`src/rtl/cpu_datapath.sv`:
```
// Accumulator CPU datapath: PC, IR, AC, ALU, address mux and 32x8 unified RAM driven by controller strobes.
// Registers update one clock after their strobe; RAM reads have 1-clock latency; no backpressure.
module cpu_datapath #(
  parameter int DATA_W = 8,
  parameter int ADDR_W = 5,
  parameter int OPC_W  = 3
) (
  input  logic              clk,
  input  logic              rst,
  input  logic              mem_rd,
  input  logic              load_ir,
  input  logic              halt,
  input  logic              inc_pc,
  input  logic              load_ac,
  input  logic              load_pc,
  input  logic              mem_wr,
  input  logic [2:0]        cs,
  input  logic              prog_we,
  input  logic [ADDR_W-1:0] prog_addr,
  input  logic [DATA_W-1:0] prog_data,
  output logic [OPC_W-1:0]  opcode,
  output logic              zero,
  output logic [ADDR_W-1:0] pc,
  output logic [DATA_W-1:0] ac,
  output logic              halted
);
  localparam int DEPTH = 2**ADDR_W;
  localparam logic [OPC_W-1:0] OP_ADD = OPC_W'(2);
  localparam logic [OPC_W-1:0] OP_AND = OPC_W'(3);
  localparam logic [OPC_W-1:0] OP_XOR = OPC_W'(4);
  localparam logic [OPC_W-1:0] OP_LDA = OPC_W'(5);

  logic [DATA_W-1:0] mem [DEPTH];
  logic [DATA_W-1:0] ir;
  logic [DATA_W-1:0] rd_data;
  logic [DATA_W-1:0] alu;
  logic [ADDR_W-1:0] addr;
  logic              run;
  logic              cpu_en;

  // A halt edge, or an already halted CPU, freezes every controller-driven update.
  assign run    = !halted && !halt;
  assign addr   = (cs <= 3'd2) ? pc : ir[ADDR_W-1:0];
  assign opcode = ir[DATA_W-1 -: OPC_W];
  assign zero   = (ac == '0);

  always_comb begin
    alu = ac;
    case (opcode)
      OP_ADD:  alu = ac + rd_data;
      OP_AND:  alu = ac & rd_data;
      OP_XOR:  alu = ac ^ rd_data;
      OP_LDA:  alu = rd_data;
      default: alu = ac;
    endcase
  end

  always_ff @(posedge clk or negedge rst) begin
    if (!rst) begin
      pc      <= '0;
      ac      <= '0;
      ir      <= '0;
      rd_data <= '0;
      halted  <= 1'b0;
      cpu_en  <= 1'b0;
    end else begin
      cpu_en <= 1'b1;
      if (halt) halted <= 1'b1;
      if (run) begin
        if (load_ir) ir <= rd_data;
        if (load_ac) ac <= alu;
        if (load_pc)     pc <= ir[ADDR_W-1:0];
        else if (inc_pc) pc <= pc + ADDR_W'(1);
        if (mem_rd && !mem_wr) rd_data <= mem[addr];
      end
    end
  end

  // RAM is never reset; cpu_en keeps CPU stores out while rst is asserted, preload always wins.
  always_ff @(posedge clk) begin
    if (prog_we)                         mem[prog_addr] <= prog_data;
    else if (mem_wr && run && cpu_en)    mem[addr]      <= ac;
  end
endmodule

```
`config.mk`:
```
export PLATFORM = sky130hd
export DESIGN_NAME = cpu_datapath
export DESIGN_NICKNAME = d
export VERILOG_FILES = /design/src/rtl/cpu_datapath.sv
export SDC_FILE = /design/constraint.sdc
export NUM_CORES = 1
export LEC_CHECK = 0
export CORE_MARGIN = 8
export CORE_UTILIZATION = 45
export CTS_CLUSTER_SIZE = 40
export DETAILED_ROUTE_END_ITERATION = 6
export PLACE_DENSITY = 0.7
export SETUP_SLACK_MARGIN = 0.5
export SLEW_MARGIN = 20
export SYNTH_ARGS = -nofsm -noshare
export SYNTH_HDL_FRONTEND = slang
export SYNTH_SLANG_ARGS = --single-unit
```
`constraint.sdc`:
```
create_clock -name clk -period 2.59 [get_ports clk]
set_clock_uncertainty 0.2 [all_clocks]
set_input_delay 0.518 -clock clk [delete_from_list [all_inputs] [get_ports clk]]
set_output_delay 0.518 -clock clk [all_outputs]
set_load 0.01 [all_outputs]
```
==> metrics.md <==
| Metric | Value |
|---|---|
| Run status | `complete, no violations` |
| First-pass DRT Iterations | `5` |
| DP HPWL | `19,200 um` |
| Total Wirelength | `35,600 um` |
| Deepest clock path buffer count | `3` |
| Cells on worst reg2reg path | `12` |
| Core area | `27,500 um^2` |
| Syn avg cell area | `15.2 um^2` |
| Vias/cell | `5.94` |
| Critical path depth in cells | `13` |
| Layout cell share with drive strength beyond 1 | `0.404` |
| CP delay by family, top | `buffers and inverters` |
| Max Clk Rate | `392 MHz` |
| IO Pins | `44` |
| Slowest cell on the critical path | `clkdlybuf4s50_1` |
| Tmin final | `2.55 ns` |
| Clk slew on worst S/H paths | `0.06 ns` |
| Number of synthesized flops with an enable pin | `256` |
| Largest net degree at the start of global routing | `33` |
| Hold Violations, Final | `0` |
| GR Overflow Total | `0` |
| Crit share post-route | `0.984` |
| Initial Utilization | `0.452` |
| Pins Over Slew Limit | `0` |
| Distinct cells, synth | `45` |
| Global-route wire length before repair | `46,400 um` |
| Clk Latency, worst-skew pair | `0.56 ns` |
| # H-tree levels | `1` |
| Dpl cells | `1,270` |
| Synth cell count leaders | `edfxtp_1 (256), mux2i_1 (106), mux2_2 (51), nor2_1 (50), a21oi_1 (42)` |
| Num CTS Buffers | `30` |
| WL per Instance | `25.6 um` |
| CTS tree | `yes` |
| Worst slew pin tran | `0.659 ns` |
| Die W | `182 um` |
| CP arrival | `2.67 ns` |
| Critical Path Fanout Max | `7` |
| Post-synth top flop | `edfxtp_1` |
| Area leader, netlist | `edfxtp_1` |
| Gp weighted congestion | `0.886` |
| Synth async-reset ratio | `0.108` |
| Lkg Pwr | `0.00682 uW` |
| Worst Setup End Kind | `register` |
| Register bit total from synthesis | `287` |
| Reg-to-reg endpoint | `mem[1][0]` |
| Diodes inserted | `0` |
| Min-delay worst type | `primary input to async pin` |
| Die area | `33,200 um^2` |
| Worst vdd ir | `0.000487 V` |
| Top cell type's share of synthesized area | `0.619` |
| Worst Path Required | `2.71 ns` |
| Fin Setup TNS | `0 ns` |
| Crit Path Category | `primary input to register` |
| Sequential element share of the synthesized area | `0.681` |
| Syn nets | `852` |
| Post-Synthesis Cells | `816` |
| RSZ-0062 raised after global routing | `yes` |
| Rows | `61` |
| Max-slew headroom | `0.560` |
| Starting DRC count in detailed routing | `783` |
| Vias in the first global route | `7,721` |
| Post-Syn Area | `12,400 um^2` |
| Final ANT Viol Nets | `0` |
| Crit path to | `mem[1][0]` |
| CP cell instances | `clkdlybuf4s50_1, nor2_2, nand4b_1, buf_4, clkbuf_16, buf_12, buf_6, o21ai_4, nor2_2, nand2_1, buf_6, nor2_4, buf_12` |
| Synth area leaders | `edfxtp_1 (62%), mux2i_1 (8.5%), dfrtp_1 (6.2%), mux2_2 (4.6%), nor2b_1 (1.7%)` |
| Final setup viols | `0` |
| Yosys Warn Count | `0` |
| Root Buffer Master | `clkbuf_16` |
| # DRC | `0` |
| All-layer global routing usage | `0.181` |
| Critical R2R Launch | `halted` |
| WP buf/inv | `7` |
| Nets@finish | `1,059` |
| Vias | `8,270` |
| Filler cell count | `1,869` |
| Count leader, synth | `edfxtp_1` |
| Initial antenna violation count | `0` |
| Port buffer count | `43` |
| Worst setup path start | `halt` |
| Area delta synth->final | `38.8%` |
| CP max stage delay | `0.41 ns` |
| PD cells | `577 nW/um^2` |
| Die Span Y | `182 um` |
| R2r setup slk | `0.06 ns` |
| Num Clock Sinks | `287` |
| Finished Layout Cells | `1,392` |
| Max-cap violation count | `0` |
| Worst setup SP type | `primary input` |
==> cells by family (layout without fill, tap and decap cells) <==
group,Yosys count,count (layout),share of synthesized area
flip-flops,287,287,0.681
AO/OA/AOI/OAI,161,161,0.0914
multiplexers,158,167,0.133
AND/OR/NAND/NOR,139,139,0.0534
buffers and inverters,54,275,0.0252
adder cells (fa/ha/maj),10,10,0.0107
XOR/XNOR,6,6,0.00423
other,1,1,0.000302
==> stage by stage <==
stage	area, um^2	power (uW)	utilization	hold WS (ns)	setup slack (ns)
after floorplan	12800	5560	-	0.0224	-0.0622
after CTS	16300	9870	0.594	0.200	0.151
final	17200	9950	0.627	0.186	0.0404
after global routing	17200	10200	0.627	0.213	-0.0195
after detailed placement	14500	5880	0.528	0.330	-0.809
after global placement	14500	5870	0.528	0.328	-0.812
==> worst reg2reg max path: cells and delay by family, from the launching register on <==
kind	cells	cell delay, ns
AOI/OAI and AO/OA	1	0.21
DFF	1	0.38
buffers and inverters	6	0.92
and+or+nand+nor	5	0.58
==> worst min path at each step <==
stage               startpoint    end  slack [ns]  cells after the start
finish                     rst  ac[2]        0.19                      2
global route               rst  ac[2]        0.21                      2
CTS                        rst  ac[2]        0.20                      2
detailed placement       ir[4]  ir[4]        0.33                      1
global placement         ir[4]  ir[4]        0.33                      1
floorplan                  rst  ac[0]        0.02                      0
==> cells in the final DEF (no fill, tap or decap), types with 5 or more instances in the layout <==
master,instances
edfxtp_1,256
clkinv_2,6
nor2b_1,33
ha_1,7
o22ai_1,5
clkbuf_16,33
mux2_4,20
a211oi_2,17
o22ai_2,7
dfrtp_2,7
buf_12,47
dfrtp_1,24
a21oi_1,30
o221ai_2,5
mux2i_1,92
nor2_4,32
o22ai_4,6
a221oi_2,14
mux2i_4,8
nor2_1,11
buf_6,36
a21oi_2,10
mux2_2,38
nand2_1,26
clkbuf_1,7
clkdlybuf4s50_1,23
buf_4,76
a211oi_1,16
clkinv_1,9
inv_1,7
nor2_2,7
mux2i_2,7
dlymetal6s2s_1,15
o21ai_0,15
==> state kept, by name (all words and copies together), names as in the netlist <==
| register | count |
|---|---|
| mem | 256 |
| rd_data | 8 |
| ir | 8 |
| pc | 5 |
| cpu_en | 1 |
| ac | 8 |
| halted | 1 |
==> area by class of cell <==
cell class / count / area, um^2 / area share
sequential: 287 / 8470 / 0.492
multi-input combinational: 484 / 4760 / 0.276
timing repair buffer: 213 / 2650 / 0.154
clock buffer: 37 / 777 / 0.0451
tap: 346 / 433 / 0.0251
clock inverter: 18 / 118 / 0.00682
inverter: 7 / 26.3 / 0.00152
==> power breakdown <==
group          switching, uW  internal, uW
combinational            481           424
sequential              23.6          5090
clock                   1720          2220
==> what timing repair did <==
action | in CTS | in global routing
endpoints found under the setup margin | 286 | 543
pin swaps | 35 | 53
resized for setup | 111 | 121
setup buffers | 28 | 22
hold buffers | 0 | 0
cloned | 5 | 12
==> per-layer routing <==
layer / global-route usage / wire length (um)
met1: 0.249 / 14800
met2: 0.293 / 16500
met3: 0.0268 / 2950
met4: 0.0581 / 1390
met5: 0.00307 / 0
Power figures use the tool's default switching activity.
